### config.mk
export PLATFORM = sky130hd
export DESIGN_NAME = sys_update_ctrl
export DESIGN_NICKNAME = d
export VERILOG_FILES = /design/src/rtl/sys_update_pkg.sv /design/src/rtl/sys_update_timer.sv /design/src/rtl/sys_update_ctrl.sv
export SDC_FILE = /design/constraint.sdc
export NUM_CORES = 1
export LEC_CHECK = 0
export CORE_MARGIN = 3
export CORE_UTILIZATION = 44
export DETAILED_ROUTE_END_ITERATION = 8
export PLACE_DENSITY_LB_ADDON = 0.1
export SLEW_MARGIN = 20
export SYNTH_ARGS = -nofsm -noshare
export SYNTH_HDL_FRONTEND = slang
export SYNTH_SLANG_ARGS = --single-unit
### constraint.sdc
create_clock -name clock -period 3.65 [get_ports clock]
set_input_delay 0.5475 -clock clock [delete_from_list [all_inputs] [get_ports clock]]
set_output_delay 0.5475 -clock clock [all_outputs]
set_load 0.01 [all_outputs]
### src/rtl/sys_update_pkg.sv
// ---------------------------------------------------------------------------
// sys_update_pkg
// Shared definitions for the remote-update controller: command opcode
// encoding, controller FSM states, default wait limits and field widths.
// No ports (package).
// ---------------------------------------------------------------------------
package sys_update_pkg;

    // Command opcodes as carried on cmd_op
    typedef enum logic [1:0] {
        OP_READ        = 2'd0,
        OP_WRITE       = 2'd1,
        OP_RECONFIG    = 2'd2,
        OP_RESET_TIMER = 2'd3
    } op_e;

    // Controller FSM states
    typedef enum logic [2:0] {
        ST_IDLE    = 3'd0,
        ST_ISSUE   = 3'd1,
        ST_WAIT_HI = 3'd2,
        ST_WAIT_LO = 3'd3,
        ST_RESP    = 3'd4
    } state_e;

    // Default wait limits, in clock cycles
    localparam int DEF_TIMEOUT_CYC = 1024;
    localparam int DEF_START_WIN   = 4;

    // Field widths shared by the controller and its users
    localparam int PARAM_W  = 3;
    localparam int SOURCE_W = 2;
    localparam int DIN_W    = 24;
    localparam int DOUT_W   = 29;

endpackage

### src/rtl/sys_update_timer.sv
// ---------------------------------------------------------------------------
// sys_update_timer
// Saturating cycle counter used to bound the busy-rise window and the
// busy-fall timeout. The count never wraps; it sticks at LIMIT.
//
// Ports:
//   clock   in   sole clock
//   reset   in   synchronous active-high reset, clears the count
//   clr     in   clear the count to zero (wins over en)
//   en      in   advance the count by one (saturating)
//   count   out  current count, $clog2(LIMIT+1) bits
//   expired out  high while count has reached LIMIT-1, i.e. the current
//                cycle is the LIMIT-th cycle since the last clear
// ---------------------------------------------------------------------------
module sys_update_timer
    import sys_update_pkg::*;
#(
    parameter int LIMIT = DEF_TIMEOUT_CYC,
    parameter int CNT_W = $clog2(LIMIT + 1)
) (
    input  logic             clock,
    input  logic             reset,
    input  logic             clr,
    input  logic             en,
    output logic [CNT_W-1:0] count,
    output logic             expired
);

    localparam logic [CNT_W-1:0] CNT_MAX  = CNT_W'(LIMIT);
    localparam logic [CNT_W-1:0] CNT_LAST = CNT_W'(LIMIT - 1);

    always_ff @(posedge clock) begin
        if (reset || clr) begin
            count <= '0;
        end else if (en && (count != CNT_MAX)) begin
            count <= count + 1'b1;
        end
    end

    // The count is zero in the first cycle after a clear, so the LIMIT-th
    // cycle is the one where it equals LIMIT-1.
    assign expired = (count >= CNT_LAST);

endmodule

### src/rtl/sys_update_ctrl.sv
// ---------------------------------------------------------------------------
// sys_update_ctrl
// Command sequencer for a remote-update IP. Accepts one command at a time,
// pulses the matching IP strobe for one cycle, tracks the IP busy handshake
// (rise within START_WIN cycles, fall within TIMEOUT_CYC cycles) and returns
// the captured IP data (or a timeout flag) on a valid/ready response port.
//
// Ports:
//   clock, reset              sole clock, synchronous active-high reset
//   cmd_valid/cmd_ready       command handshake (ready only in IDLE)
//   cmd_op                    0=READ 1=WRITE 2=RECONFIG 3=RESET_TIMER
//   cmd_param/source/data     command fields, registered on accept
//   rsp_valid/rsp_ready       response handshake
//   rsp_data, rsp_err         captured IP data, timeout flag
//   ru_param/read_source/data_in  held command fields to the IP
//   ru_read_param/write_param/reconfig/reset_timer  one-cycle strobes
//   ru_reset                  IP reset, mirrors controller reset
//   ru_busy, ru_data_out      IP status and read data
// ---------------------------------------------------------------------------
module sys_update_ctrl
    import sys_update_pkg::*;
#(
    parameter int TIMEOUT_CYC = DEF_TIMEOUT_CYC,
    parameter int START_WIN   = DEF_START_WIN
) (
    input  logic        clock,
    input  logic        reset,
    input  logic        cmd_valid,
    output logic        cmd_ready,
    input  logic [1:0]  cmd_op,
    input  logic [2:0]  cmd_param,
    input  logic [1:0]  cmd_source,
    input  logic [23:0] cmd_data,
    output logic        rsp_valid,
    input  logic        rsp_ready,
    output logic [28:0] rsp_data,
    output logic        rsp_err,
    output logic [2:0]  ru_param,
    output logic [1:0]  ru_read_source,
    output logic [23:0] ru_data_in,
    output logic        ru_read_param,
    output logic        ru_write_param,
    output logic        ru_reconfig,
    output logic        ru_reset_timer,
    output logic        ru_reset,
    input  logic        ru_busy,
    input  logic [28:0] ru_data_out
);

    localparam int               CNT_W   = $clog2(TIMEOUT_CYC + 1);
    localparam logic [CNT_W-1:0] HI_LAST = CNT_W'(START_WIN - 1);

    state_e state, state_next;

    op_e                 op_q;
    logic [PARAM_W-1:0]  param_q;
    logic [SOURCE_W-1:0] source_q;
    logic [DIN_W-1:0]    data_q;
    logic [DOUT_W-1:0]   rsp_data_q;
    logic                rsp_err_q;

    logic             accept;
    logic             hi_expired;
    logic             lo_expired;
    logic             tmr_clr;
    logic             tmr_en;
    logic [CNT_W-1:0] tmr_count;

    assign accept = cmd_valid && cmd_ready;

    // One counter serves both wait states: it is cleared on the cycle that
    // enters WAIT_HI (ISSUE) and on the cycle that enters WAIT_LO.
    assign tmr_clr    = (state == ST_ISSUE) || ((state == ST_WAIT_HI) && ru_busy);
    assign tmr_en     = (state == ST_WAIT_HI) || (state == ST_WAIT_LO);
    assign hi_expired = (tmr_count >= HI_LAST);

    sys_update_timer #(
        .LIMIT (TIMEOUT_CYC),
        .CNT_W (CNT_W)
    ) u_timer (
        .clock   (clock),
        .reset   (reset),
        .clr     (tmr_clr),
        .en      (tmr_en),
        .count   (tmr_count),
        .expired (lo_expired)
    );

    // State register
    always_ff @(posedge clock) begin
        if (reset) begin
            state <= ST_IDLE;
        end else begin
            state <= state_next;
        end
    end

    // Next-state logic
    always_comb begin
        state_next = state;
        case (state)
            ST_IDLE: begin
                if (accept) state_next = ST_ISSUE;
            end
            ST_ISSUE: begin
                state_next = (op_q == OP_RESET_TIMER) ? ST_RESP : ST_WAIT_HI;
            end
            ST_WAIT_HI: begin
                if (ru_busy)         state_next = ST_WAIT_LO;
                else if (hi_expired) state_next = ST_RESP;
            end
            ST_WAIT_LO: begin
                // Busy falling is checked first so a fall on the last
                // allowed cycle still counts as a success.
                if (!ru_busy || lo_expired) state_next = ST_RESP;
            end
            ST_RESP: begin
                if (rsp_ready) state_next = ST_IDLE;
            end
            default: state_next = ST_IDLE;
        endcase
    end

    // Command capture on accept; response capture on the transition into
    // RESP. Both are pure data and only meaningful behind the FSM state.
    always_ff @(posedge clock) begin
        if (accept) begin
            op_q     <= op_e'(cmd_op);
            param_q  <= cmd_param;
            source_q <= cmd_source;
            data_q   <= cmd_data;
        end
        case (state)
            ST_ISSUE: begin
                if (op_q == OP_RESET_TIMER) begin
                    rsp_data_q <= '0;
                    rsp_err_q  <= 1'b0;
                end
            end
            ST_WAIT_HI: begin
                if (!ru_busy && hi_expired) begin
                    rsp_data_q <= ru_data_out;
                    rsp_err_q  <= 1'b0;
                end
            end
            ST_WAIT_LO: begin
                if (!ru_busy) begin
                    rsp_data_q <= ru_data_out;
                    rsp_err_q  <= 1'b0;
                end else if (lo_expired) begin
                    rsp_data_q <= '0;
                    rsp_err_q  <= 1'b1;
                end
            end
            default: ;
        endcase
    end

    // Outputs: everything is forced to its reset value while reset is high,
    // regardless of where the FSM was when reset arrived.
    always_comb begin
        cmd_ready      = 1'b0;
        rsp_valid      = 1'b0;
        rsp_data       = '0;
        rsp_err        = 1'b0;
        ru_param       = '0;
        ru_read_source = '0;
        ru_data_in     = '0;
        ru_read_param  = 1'b0;
        ru_write_param = 1'b0;
        ru_reconfig    = 1'b0;
        ru_reset_timer = 1'b0;
        ru_reset       = 1'b0;
        if (reset) begin
            ru_reset = 1'b1;
        end else begin
            ru_param       = param_q;
            ru_read_source = source_q;
            ru_data_in     = data_q;
            case (state)
                ST_IDLE: cmd_ready = 1'b1;
                ST_ISSUE: begin
                    case (op_q)
                        OP_READ:        ru_read_param  = 1'b1;
                        OP_WRITE:       ru_write_param = 1'b1;
                        OP_RECONFIG:    ru_reconfig    = 1'b1;
                        OP_RESET_TIMER: ru_reset_timer = 1'b1;
                        default: ;
                    endcase
                end
                ST_RESP: begin
                    rsp_valid = 1'b1;
                    rsp_data  = rsp_data_q;
                    rsp_err   = rsp_err_q;
                end
                default: ;
            endcase
        end
    end

endmodule

-- Word-level counts from Yosys, hierarchy flattened
Index checks and enable logic that the tools add are counted.
- magnitude comparators: 2
- reductions and logical operators: 14
- div/mod/pow operators: 0
- shift operators: 0
- multiply operators: 0
- multiplexer cells: 41
- $add $sub $neg: 1
- equal/unequal tests: 15
- bitwise logic cells: 0
- operator list (operator ; number):
    29-bit two-way mux ; 6
    29-bit case mux with 3 select lines ; 1
    24-bit two-way mux ; 1
    1-bit two-way mux ; 23
    3-bit two-way mux ; 7
    3-bit case mux with 5 select lines ; 1
    11-bit by 1-bit adder with 11-bit output, second input constant ; 1
    11-bit by 10-bit >= comparator with 1-bit output, second input constant ; 1
    11-bit by 2-bit >= comparator with 1-bit output, second input constant ; 1
    11-bit != test, second input constant ; 1
    4-bit AND reduction ; 2
    3-bit by 2-bit == test with 1-bit output, second input constant ; 2
    2-bit by 1-bit != test with 1-bit output, second input constant ; 3
    3-bit != test, second input constant ; 2
    2-bit == test, second input constant ; 2
    1-bit logical AND ; 4
    1-bit logical OR ; 4
    2-bit != test, second input constant ; 2
    3-bit by 1-bit == test with 1-bit output, second input constant ; 1
    3-bit == test, second input constant ; 1
    3-bit zero test ; 1
    1-bit case mux with 3 select lines ; 1
    3-bit nonzero test ; 1
    2-bit by 1-bit == test with 1-bit output, second input constant ; 1
    3 further kinds ; 3
- input bits: 65
- latch bits: 0
- output and inout bits: 66
- bits in read-only memories: 0
- word-level logic and storage cells: 81
- memory bits (writable): 0
- memories: 0
- register bits after elaboration: 75

-- Longest topological paths before layout
Gate-level depths: netlist of the first run.
- depth after elaboration: 6
- mapped depth: 6
- gate-level depth less buffers: 6

-- Cells and area by module
Synthesis of the first run repeated with hierarchy kept, for this count alone.
- cell total of the unflattened synthesis: 274
- area, all modules: 3320.7 sq um
- modules (own cells, without submodules) (module ; area each (sq um) ; cells each ; instances):
    sys_update_ctrl ; 2723.9 ; 204 ; 1
    sys_update_timer ; 596.8 ; 70 ; 1

-- Least setup slack after synthesis of the first run
No wires, ideal clock.
- path type: reg2reg
- from: register u_timer.count[0]
- to: register rsp_data_q[0] (enable)
- path slack: 0.615 ns
- path buffers: 0
- stages on the path, launching flop included: 6
- arrival time: 2.618 ns
- period minus slack after synthesis: 3.035 ns
- data required time: 3.233 ns
- cell sequence: dfxtp_1 -> ha_1 -> a21oi_1 -> or4b_4 -> and2_4 -> nor2_1
- longest elaborated chain between the ends: 4
- elaborated cells on any way between the ends: 6
- RTL lines (what ; RTL line ; text):
    start, declared ; sys_update_timer.sv:25 ; output logic [CNT_W-1:0] count,
    start signal, assigned ; sys_update_timer.sv:36 ; count <= count + 1'b1;
    11-bit by 2-bit >= comparator with 1-bit output ; sys_update_ctrl.sv:75 ; assign hi_expired = (tmr_count >= HI_LAST);
    1-bit logical AND ; sys_update_ctrl.sv:141 ; if (!ru_busy && hi_expired) begin
    2-bit by 1-bit != test with 1-bit output (no line) ; n/a ;
    4-bit AND reduction (no line) * ; n/a ;
    end signal, assigned ; sys_update_ctrl.sv:142 ; rsp_data_q <= ru_data_out;
    end signal, assigned ; sys_update_ctrl.sv:148 ; rsp_data_q <= ru_data_out;
    end, declared ; sys_update_ctrl.sv:59 ; logic [DOUT_W-1:0] rsp_data_q;
Mark *: on every way between the ends. The rest lies on a longest branch, timed or not.
A chain may end at the register's enable or synchronous reset.

-- Worst setup path in the final report of the first run
- from: input reset
- to: output ru_read_param
- longest elaborated chain between the ends: 1
- RTL lines (what ; RTL line ; text):
    start, declared ; sys_update_ctrl.sv:27 ; input logic reset,
    1-bit two-way mux ; sys_update_ctrl.sv:174 ; if (reset) begin
    end, declared ; sys_update_ctrl.sv:41 ; output logic ru_read_param,
No other way between the ends.

==> results of run 1 <==
-- routing by layer --
layer / vias up / wire [um] / track usage [%]
li1: 1207 / - / -
met1: 1100 / 3060 / 21.0
met2: 96 / 3310 / 26.5
met3: 12 / 757 / 7.32
met4: 0 / 175 / 9.28
met5: - / 0 / 0
-- final cells by class --
cell class | instances | area share [%]
Clock buffer | 10 | 2.55
Clock inverter | 6 | 2.72
Inverter | 3 | 0.225
Multi-Input combinational cell | 180 | 23.2
Sequential cell | 75 | 42.1
Tap cell | 99 | 2.47
Timing Repair Buffer | 135 | 26.7
-- final timing paths --
path | start | to | slack [ps] | depth (start not counted)
max | reset | ru_read_param | 760 | 5
min reg2reg | u_timer.count[9] | u_timer.count[9] | 510 | 2
min | u_timer.count[9] | u_timer.count[9] | 510 | 2
max reg2reg | u_timer.count[0] | rsp_data_q[2] | 1380 | 6
-- synthesized netlist by cell type (2+ instances only) --
master	n
a211oi_1	4
a21oi_1	4
a31oi_1	3
and2_1	61
clkbuf_1	14
dfxtp_1	14
edfxtp_1	61
ha_1	2
inv_1	3
nand2_1	8
nand2b_1	5
nand3_1	4
nand3b_1	2
nand4_1	2
nor2_1	14
nor2b_1	29
nor3_1	5
nor3b_1	3
nor4_1	4
or3_1	2
xnor2_1	5
xor2_1	4
-- flip-flops by register name, indices dropped and copies added (netlist names) --
signal	count
rsp_data_q	29
data_q	24
u_timer.count	11
param_q	3
state	3
op_q	2
source_q	2
rsp_err_q	1
-- layout by cell type (no fill, tap or decap), drive strengths merged, types with 2 or more instances in the layout --
master	synthesis	final
nand4	3	3
edfxtp	61	61
nand2b	5	5
xnor2	5	5
nor3b	3	3
a211oi	4	4
nor4	4	4
and4	2	2
dfxtp	14	14
or3	2	2
nor2	14	14
clkbuf	14	10
nand2	8	8
buf	1	5
a31oi	3	3
nand3b	2	2
nor3	5	5
ha	2	2
nor2b	29	29
xor2	4	4
inv	3	4
clkdlybuf4s50	0	130
or2	3	3
nand3	4	4
bufinv	0	4
and2	62	62
a21oi	4	4
-- power by group through the flow --
stage / sequential (mW) / clock (mW) / combinational (mW)
6_report: 1.26 / 0.833 / 0.686
3_5_place_dp: 1.28 / 0 / 0.692
3_3_place_gp: 1.27 / 0 / 0.679
2_1_floorplan: 1.22 / 0 / 0.432
5_1_grt: 1.28 / 0.884 / 0.756
4_1_cts: 1.26 / 0.851 / 0.696
-- metrics by stage --
step	util, %	cells	area, um^2	worst slack [ps]	hold WS [ps]
after detailed placement	65.1	492	4750	753	494
after CTS	68.8	508	5010	747	511
after floorplan	-	273	3340	615	466
after global placement	65.1	492	4750	826	487
final	68.8	508	5010	758	508
after global routing	68.8	508	5010	575	530
-- kinds of logic after synthesis --
| kind of cell | Yosys count | share of synthesized area (%) |
|---|---|---|
| AOI/OAI and AO/OA | 17 | 3.68 |
| and+or+nand+nor | 151 | 27.5 |
| DFF | 75 | 63.3 |
| adders and majority gates | 2 | 0.750 |
| muxes | 1 | 0.300 |
| buffers and inverters | 18 | 2.14 |
| xor gates and xnor gates | 9 | 2.36 |
-- worst max-delay path: cells and delay by family --
kind,cells,cell delay (ps)
buf+inv,3,1220
simple gates,2,580
==> summary.md, run 1 <==
| Metric | Value |
|---|---|
| Asr flop ratio synth | 0% |
| Register Area | 2110 um^2 |
| Max_slew headroom | 39.2% |
| Crit path top cell by count | clkdlybuf4s50_1 |
| Starting density of the core | 45.7% |
| Antenna diodes | 0 |
| Ys Warns | 0 |
| Vias in the first global route | 2361 |
| IO Pins | 131 |
| Die ar. | 8660 um^2 |
| Count of final hold-check violations | 0 |
| Final Max Slew Viols | 0 |
| CTS tree | yes |
| Port-buffer cells | 130 |
| Die H | 93.1 um |
| Post-cts resize count | 0 |
| P_sw | 0.748 mW |
| CTS Buf Count | 9 |
| WP data required | 3100 ps |
| GR Overflow Total | 0 |
| Layout cell share with drive strength beyond 1 | 7.09% |
| Hold_buf cts | 0 |
| Final period util | 79.2% |
| Crit-path slowest cell | clkdlybuf4s50_1 |
| Clock Latency Late Sink | 350 ps |
| Max incr delay on CP | 570 ps |
| Least-Margin Pin Slew | 912 ps |
| Final wirelength | 7300 um |
| Crit-path cells | clkdlybuf4s50_1 > buf_4 > nor3_1 > nor3b_1 > clkdlybuf4s50_1 |
| Final Skew | 11.1 ps |
| Fill cells | 576 |
| Outcome | finished clean |
| Max cap viols | 0 |
| Peak Freq | 346 MHz |
| Initial DRC count | 119 |
| Global-route wire length before repair | 11500 um |
| Final setup violating endpoints | 0 |
| Clock sinks | 75 |
| Combinational share of power | 24.7% |
| Area growth, synth to finish | 50.3% |
| Switching share of power | 26.9% |
| Synth area leader | edfxtp_1 |
| Pint | 2.03 mW |
| CP Max Fanout | 17 |
| CP Launch Type | primary input |
| Reg power frac | 45.3% |
| Post-Syn Nets | 340 |
| Post-CTS setup buffer count | 0 |
| Post-synth top area share | 54.9% |
| Initial antenna violation count | 0 |
| Clock share of power | 30.0% |
| Final Wtd Congestion | 0.813 |
| CTS Buffer Depth | 2 |
| Dominant cells by area after synthesis | edfxtp_1 55%, and2_1 11%, dfxtp_1 8.4%, nor2b_1 5.4%, clkbuf_1 1.6% |
| Cells after synthesis | 273 |
| Row Count | 31 |
| Area occupied by multi-input gates | 1160 um^2 |
| Post-synthesis sequential area ratio | 63.3% |
| Nets | 471 |
| Number of synthesized flops with an enable pin | 61 |
| Top_reg_cell synth | edfxtp_1 |
| Per-cell routed wire length | 14.4 um |
| Number of synthesized register bits | 75 |
| Peak VDD IR | 0.299 mV |
| Core Area | 7290 um^2 |
| Synthesized cell area | 3340 um^2 |
| Fin crit period | 2890 ps |
| WS Path Type | primary input to output port |
| Die Width | 93.1 um |
| Syn_area_per_cell | 12.2 um^2 |
| H-tree levels | 3 |
| Drt first pass iters | 4 |
| Hold Crit Class | register to register |
| Routed vias | 2415 |
| Unrepaired setup endpoints after global routing | no |
| Clock Pin Slew Worst Setup and Hold Paths | 70 ps |
| Worst Path Arrival | 2340 ps |
| PD cells | 554 nW/um^2 |
| DR vias/cell | 4.75 |
| Routed Antenna Nets | 0 |
| Final Power | 2.78 mW |
| GRT Overall Usage | 17.4% |
| Setup tns final | 0 ps |
| Number of distinct library cells after synthesis | 42 |
| DP HPWL | 5150 um |
| Crit end category | output port |
| DRC violations left | 0 |
| LEAKAGE | 1.74 nW |
| CTS Root Cell | clkbuf_8 |
| Largest net degree at the start of global routing | 32 |
Power figures use the tool's default switching activity.
==> run 2: changes to the inputs <==
CORE_UTILIZATION = 39   (was 44)
clock period = 2.51 ns   (was 3.65 ns; I/O delays follow)
==> summary.md, run 2 (synthesis results as in run 1) <==
| Metric | Value |
|---|---|
| PD cells | 756 nW/um^2 |
| Final std cells w/o fill | 526 |
| CTS Root Cell | clkbuf_8 |
| Biggest register | rsp_data_q |
| IO Pins | 131 |
| DRC violations left | 0 |
| Peak Freq | 402 MHz |
| Setup WS pre-CTS | 20.6 ps |
| GRT Overall Usage | 15.5% |
| Outcome | finished clean |
| Starting density of the core | 40.4% |
| Antenna diodes | 0 |
| Drt first pass iters | 4 |
| Commonest non-fill, non-tap cell in the layout | clkdlybuf4s50_1 |
| Largest net degree at the start of global routing | 36 |
| Final wirelength | 7730 um |
| Initial antenna violation count | 0 |
| Largest regs | rsp_data_q x29, data_q x24, u_timer.count x11 |
| Final Skew | 11.6 ps |
| Largest register FFs | 29 |
| CP Launch Type | primary input |
| Layout cell share with drive strength beyond 1 | 10.7% |
| Final Wtd Congestion | 0.811 |
| H-tree levels | 3 |
| Clock Latency Late Sink | 340 ps |
| Nets | 483 |
| Die H | 98.5 um |
| Port-buffer cells | 130 |
| WS Path Type | primary input to output port |
| Final setup violating endpoints | 0 |
| Area growth, synth to finish | 55.9% |
| Fill cells | 679 |
| DR vias/cell | 4.80 |
| Least-Margin Pin Slew | 807 ps |
| Routed Antenna Nets | 0 |
| GR Overflow Total | 0 |
| CTS tree | yes |
| Area after DPL | 4860 um^2 |
| Final Max Slew Viols | 0 |
| Global-route wire length before repair | 11700 um |
| Crit end category | output port |
| WP data required | 2130 ps |
| Hold Crit Class | register to register |
| Most frequent cells in the layout | 121 x clkdlybuf4s50_1, 61 x and2_1, 61 x edfxtp_1, 29 x nor2b_1, 13 x nor2_1 |
| Vias in the first global route | 2412 |
| Final period util | 99.2% |
| Clock Pin Slew Worst Setup and Hold Paths | 70 ps |
| CTS Buf Count | 9 |
| Core Area | 8260 um^2 |
| CP Max Fanout | 15 |
| Die ar. | 9700 um^2 |
| Final instance area | 5200 um^2 |
| Clock sinks | 75 |
| Setup tns final | 0 ps |
| Routed vias | 2525 |
| Per-cell routed wire length | 14.7 um |
| Initial DRC count | 99 |
| CTS Buffer Depth | 2 |
| Final Power | 3.93 mW |
| Max_slew headroom | 46.1% |
| Final worst slack | 20.4 ps |
| Placed insts | 507 |
| Peak VDD IR | 0.422 mV |
| Die Width | 98.5 um |
| LEAKAGE | 1.99 nW |
| Hold_buf cts | 0 |
| Worst Path Arrival | 2110 ps |
| Row Count | 33 |
| DP HPWL | 5290 um |
| Max cap viols | 0 |
| Count of final hold-check violations | 0 |
| Fin crit period | 2490 ps |
run 2: changes by cell type in the layout (fill, tap and decap cells not counted), sizes merged, moves of 2 or more:
cell	previous run	this run
dlymetal6s2s	0	9
clkdlybuf4s50	130	121
buf	5	15
clkinv	0	3
clkbuf	10	12
bufinv	4	2
run 2: path summary, 6_finish.rpt:
path                         start          endpoint  slack (ps)  depth (start not counted)
setup / recovery             reset      rsp_data[10]          20                          7
hold / removal    u_timer.count[9]  u_timer.count[9]         510                          2
setup reg to reg  u_timer.count[0]     rsp_data_q[3]         220                          5
hold reg to reg   u_timer.count[9]  u_timer.count[9]         510                          2
run 2: area by class of cell:
class	instances	area (um^2)	area share (%)
Inverter	3	11.3	0.217
Clock inverter	6	87.6	1.68
Sequential cell	75	2110	40.7
Tap cell	105	131	2.53
Clock buffer	10	128	2.45
Timing Repair Buffer	147	1540	29.6
Multi-Input combinational cell	180	1190	22.9
run 2: critical path, cell delays in order:
cell and delay [ps]:
clkdlybuf4s50_1 460, nand2b_4 170, nor3_4 160, buf_12 150
clkbuf_16 150, and2_1 120, clkdlybuf4s50_1 530
run 2: repair_timing:
item                                    in CTS  in global routing
resized for setup                            1                 14
gates cloned                                 0                  2
setup buffers                                0                  1
endpoints found under the setup margin       3                 22
run 2: metal layers:
layer  wire, um  GRT usage, %  up-vias
met5          0             0        -
met4         65          7.04        0
met3        741          5.73        7
met2       3710          24.8      108
met1       3220          18.7     1173
li1           -             -     1237
run 2: stage by stage:
| step | utilization, % | hold slack [ps] |
|---|---|---|
| floorplan | - | 466 |
| CTS | 61.5 | 512 |
| global placement | 58.9 | 486 |
| detailed placement | 58.9 | 495 |
| finish | 63.0 | 510 |
| global route | 63.0 | 567 |
run 2: power breakdown:
group / leakage [nW] / switching (mW) / total [mW] / internal (mW)
sequential: 0.684 / 0.118 / 1.81 / 1.70
clock: 0.111 / 0.436 / 0.999 / 0.562
combinational: 1.19 / 0.554 / 1.12 / 0.567
total: 1.99 / 1.11 / 3.93 / 2.82
==> run 3: changes to the inputs <==
CORE_UTILIZATION = 41   (was 39)
CTS_BUF_LIST = sky130_fd_sc_hd__clkbuf_4 sky130_fd_sc_hd__clkbuf_8   (was unset)
HOLD_SLACK_MARGIN = 0.12   (was unset)
==> summary.md, run 3 (synthesis results as in run 1) <==
| Metric | Value |
|---|---|
| Outcome | finished clean |
| P_sw | 1.11 mW |
| LEAKAGE | 2.38 nW |
| Max_slew headroom | 45.7% |
| Largest net degree at the start of global routing | 32 |
| Die H | 96.2 um |
| Least-Margin Pin Slew | 813 ps |
| Clock Pin Slew Worst Setup and Hold Paths | 80 ps |
| Core Area | 7810 um^2 |
| Starting density of the core | 42.7% |
| Peak VDD IR | 0.487 mV |
| GR Overflow Total | 0 |
| Hold Crit Class | register to register |
| Hold_buf cts | 0 |
| Die Width | 96.2 um |
| Layout cell share with drive strength beyond 1 | 11.3% |
| Commonest non-fill, non-tap cell in the layout | clkdlybuf4s50_1 |
| GRT Overall Usage | 16.5% |
| CTS Root Cell | clkbuf_8 |
| CTS tree | yes |
| H-tree levels | 3 |
| Routed Antenna Nets | 0 |
| WS Path Type | register to output port |
| PD cells | 766 nW/um^2 |
| CP Launch Type | register |
| WP data required | 2130 ps |
| Largest register FFs | 29 |
| Row Count | 32 |
| Combinational share of power | 27.2% |
| DRC violations left | 0 |
| Worst Path Arrival | 2010 ps |
| Port-buffer cells | 130 |
| Die ar. | 9250 um^2 |
| CP Max Fanout | 8 |
| Final wirelength | 7730 um |
| Pint | 2.92 mW |
| Fin crit period | 2390 ps |
| Unrepaired setup endpoints after global routing | no |
| Clock Latency Late Sink | 340 ps |
| Final Wtd Congestion | 0.835 |
| IO Pins | 131 |
| Final std cells w/o fill | 525 |
| Max cap viols | 0 |
| Final setup violating endpoints | 0 |
| Crit end category | output port |
| Initial antenna violation count | 0 |
| Switching share of power | 27.5% |
| Initial DRC count | 105 |
| CTS Buffer Depth | 2 |
| DR vias/cell | 4.69 |
| Area growth, synth to finish | 57.5% |
| DP HPWL | 5300 um |
| Final Power | 4.03 mW |
| Routed vias | 2463 |
| Global-route wire length before repair | 11600 um |
| Largest regs | rsp_data_q x29, data_q x24, u_timer.count x11 |
| Peak Freq | 419 MHz |
| Count of final hold-check violations | 0 |
| Final Max Slew Viols | 0 |
| Vias in the first global route | 2409 |
| Biggest register | rsp_data_q |
| Drt first pass iters | 4 |
| Reg power frac | 45.1% |
| Final Skew | 9.08 ps |
| Per-cell routed wire length | 14.7 um |
| Final period util | 95.1% |
| Most frequent cells in the layout | 100 x clkdlybuf4s50_1, 61 x and2_1, 61 x edfxtp_1, 30 x dlymetal6s2s_1, 29 x nor2b_1 |
| Setup tns final | 0 ps |
| CTS Buf Count | 9 |
| Placed insts | 505 |
| Clock sinks | 75 |
| Clock share of power | 27.6% |
| Nets | 485 |
| Antenna diodes | 0 |
## run 3: cell types whose count changed in the layout (fill, tap and decap cells not counted), sizes merged, moves of 2 or more
cell,delta
clkdlybuf4s50,-21
buf,+3
clkinv,-2
dlymetal6s2s,+21
clkinvlp,+2
## run 3: what timing repair did
item / in CTS / in global routing
buffers inserted: 0 / 2
endpoints found under the setup margin: 3 / 32
gates resized for setup: 2 / 34
cloned: 0 / 2
endpoints found under the hold margin: 0 / 0
pin swaps: 0 / 1
## run 3: path summary, 6_finish.rpt
kind | startpoint | endpoint | slack, ps | depth (start not counted)
max reg2reg | u_timer.count[0] | rsp_data_q[3] | 200 | 5
min reg2reg | u_timer.count[9] | u_timer.count[9] | 510 | 2
max | state[2] | ru_read_param | 120 | 4
min | u_timer.count[9] | u_timer.count[9] | 510 | 2
## run 3: power by group through the flow
| stage | Sequential (mW) | Combinational [mW] | Clock [mW] |
|---|---|---|---|
| 6_report | 1.82 | 1.10 | 1.11 |
| 5_1_grt | 1.85 | 1.21 | 1.20 |
| 4_1_cts | 1.80 | 1.08 | 1.14 |
| 3_5_place_dp | 1.83 | 1.07 | 0 |
| 3_3_place_gp | 1.82 | 1.06 | 0 |
| 2_1_floorplan | 1.77 | 0.638 | 0 |
## run 3: cell type report
type,count,area (um^2)
Clock buffer,10,131
Multi-Input combinational cell,180,1190
Fill cell,594,2550
Clock inverter,6,114
Timing Repair Buffer,149,1570
Inverter,3,11.3
Tap cell,102,128
Sequential cell,75,2110
## run 3: through the flow
stage          instance area, um^2  utilization (%)  hold WS, ps  worst slack (ps)
6_report                      5250             67.3          510               122
4_1_cts                       5110             65.4          521              10.6
3_5_place_dp                  4850             62.2          503              11.0
3_3_place_gp                  4850             62.2          485              19.7
5_1_grt                       5250             67.3          563              8.42
2_1_floorplan                 3340                -          466               250
## run 3: metal layers
metal | vias to the layer above | track usage (%) | routed length (um)
met5 | - | 0 | 0
met4 | 0 | 7.11 | 48
met3 | 2 | 5.94 | 693
met2 | 96 | 24.8 | 3710
met1 | 1128 | 21.4 | 3270
li1 | 1237 | - | -
## run 3: worst max-delay path: stages (launching register included)
cell and delay, ps:
dfxtp_1 420, buf_4 210, nor3_2 260, nor3b_1 220, clkdlybuf4s50_1 570
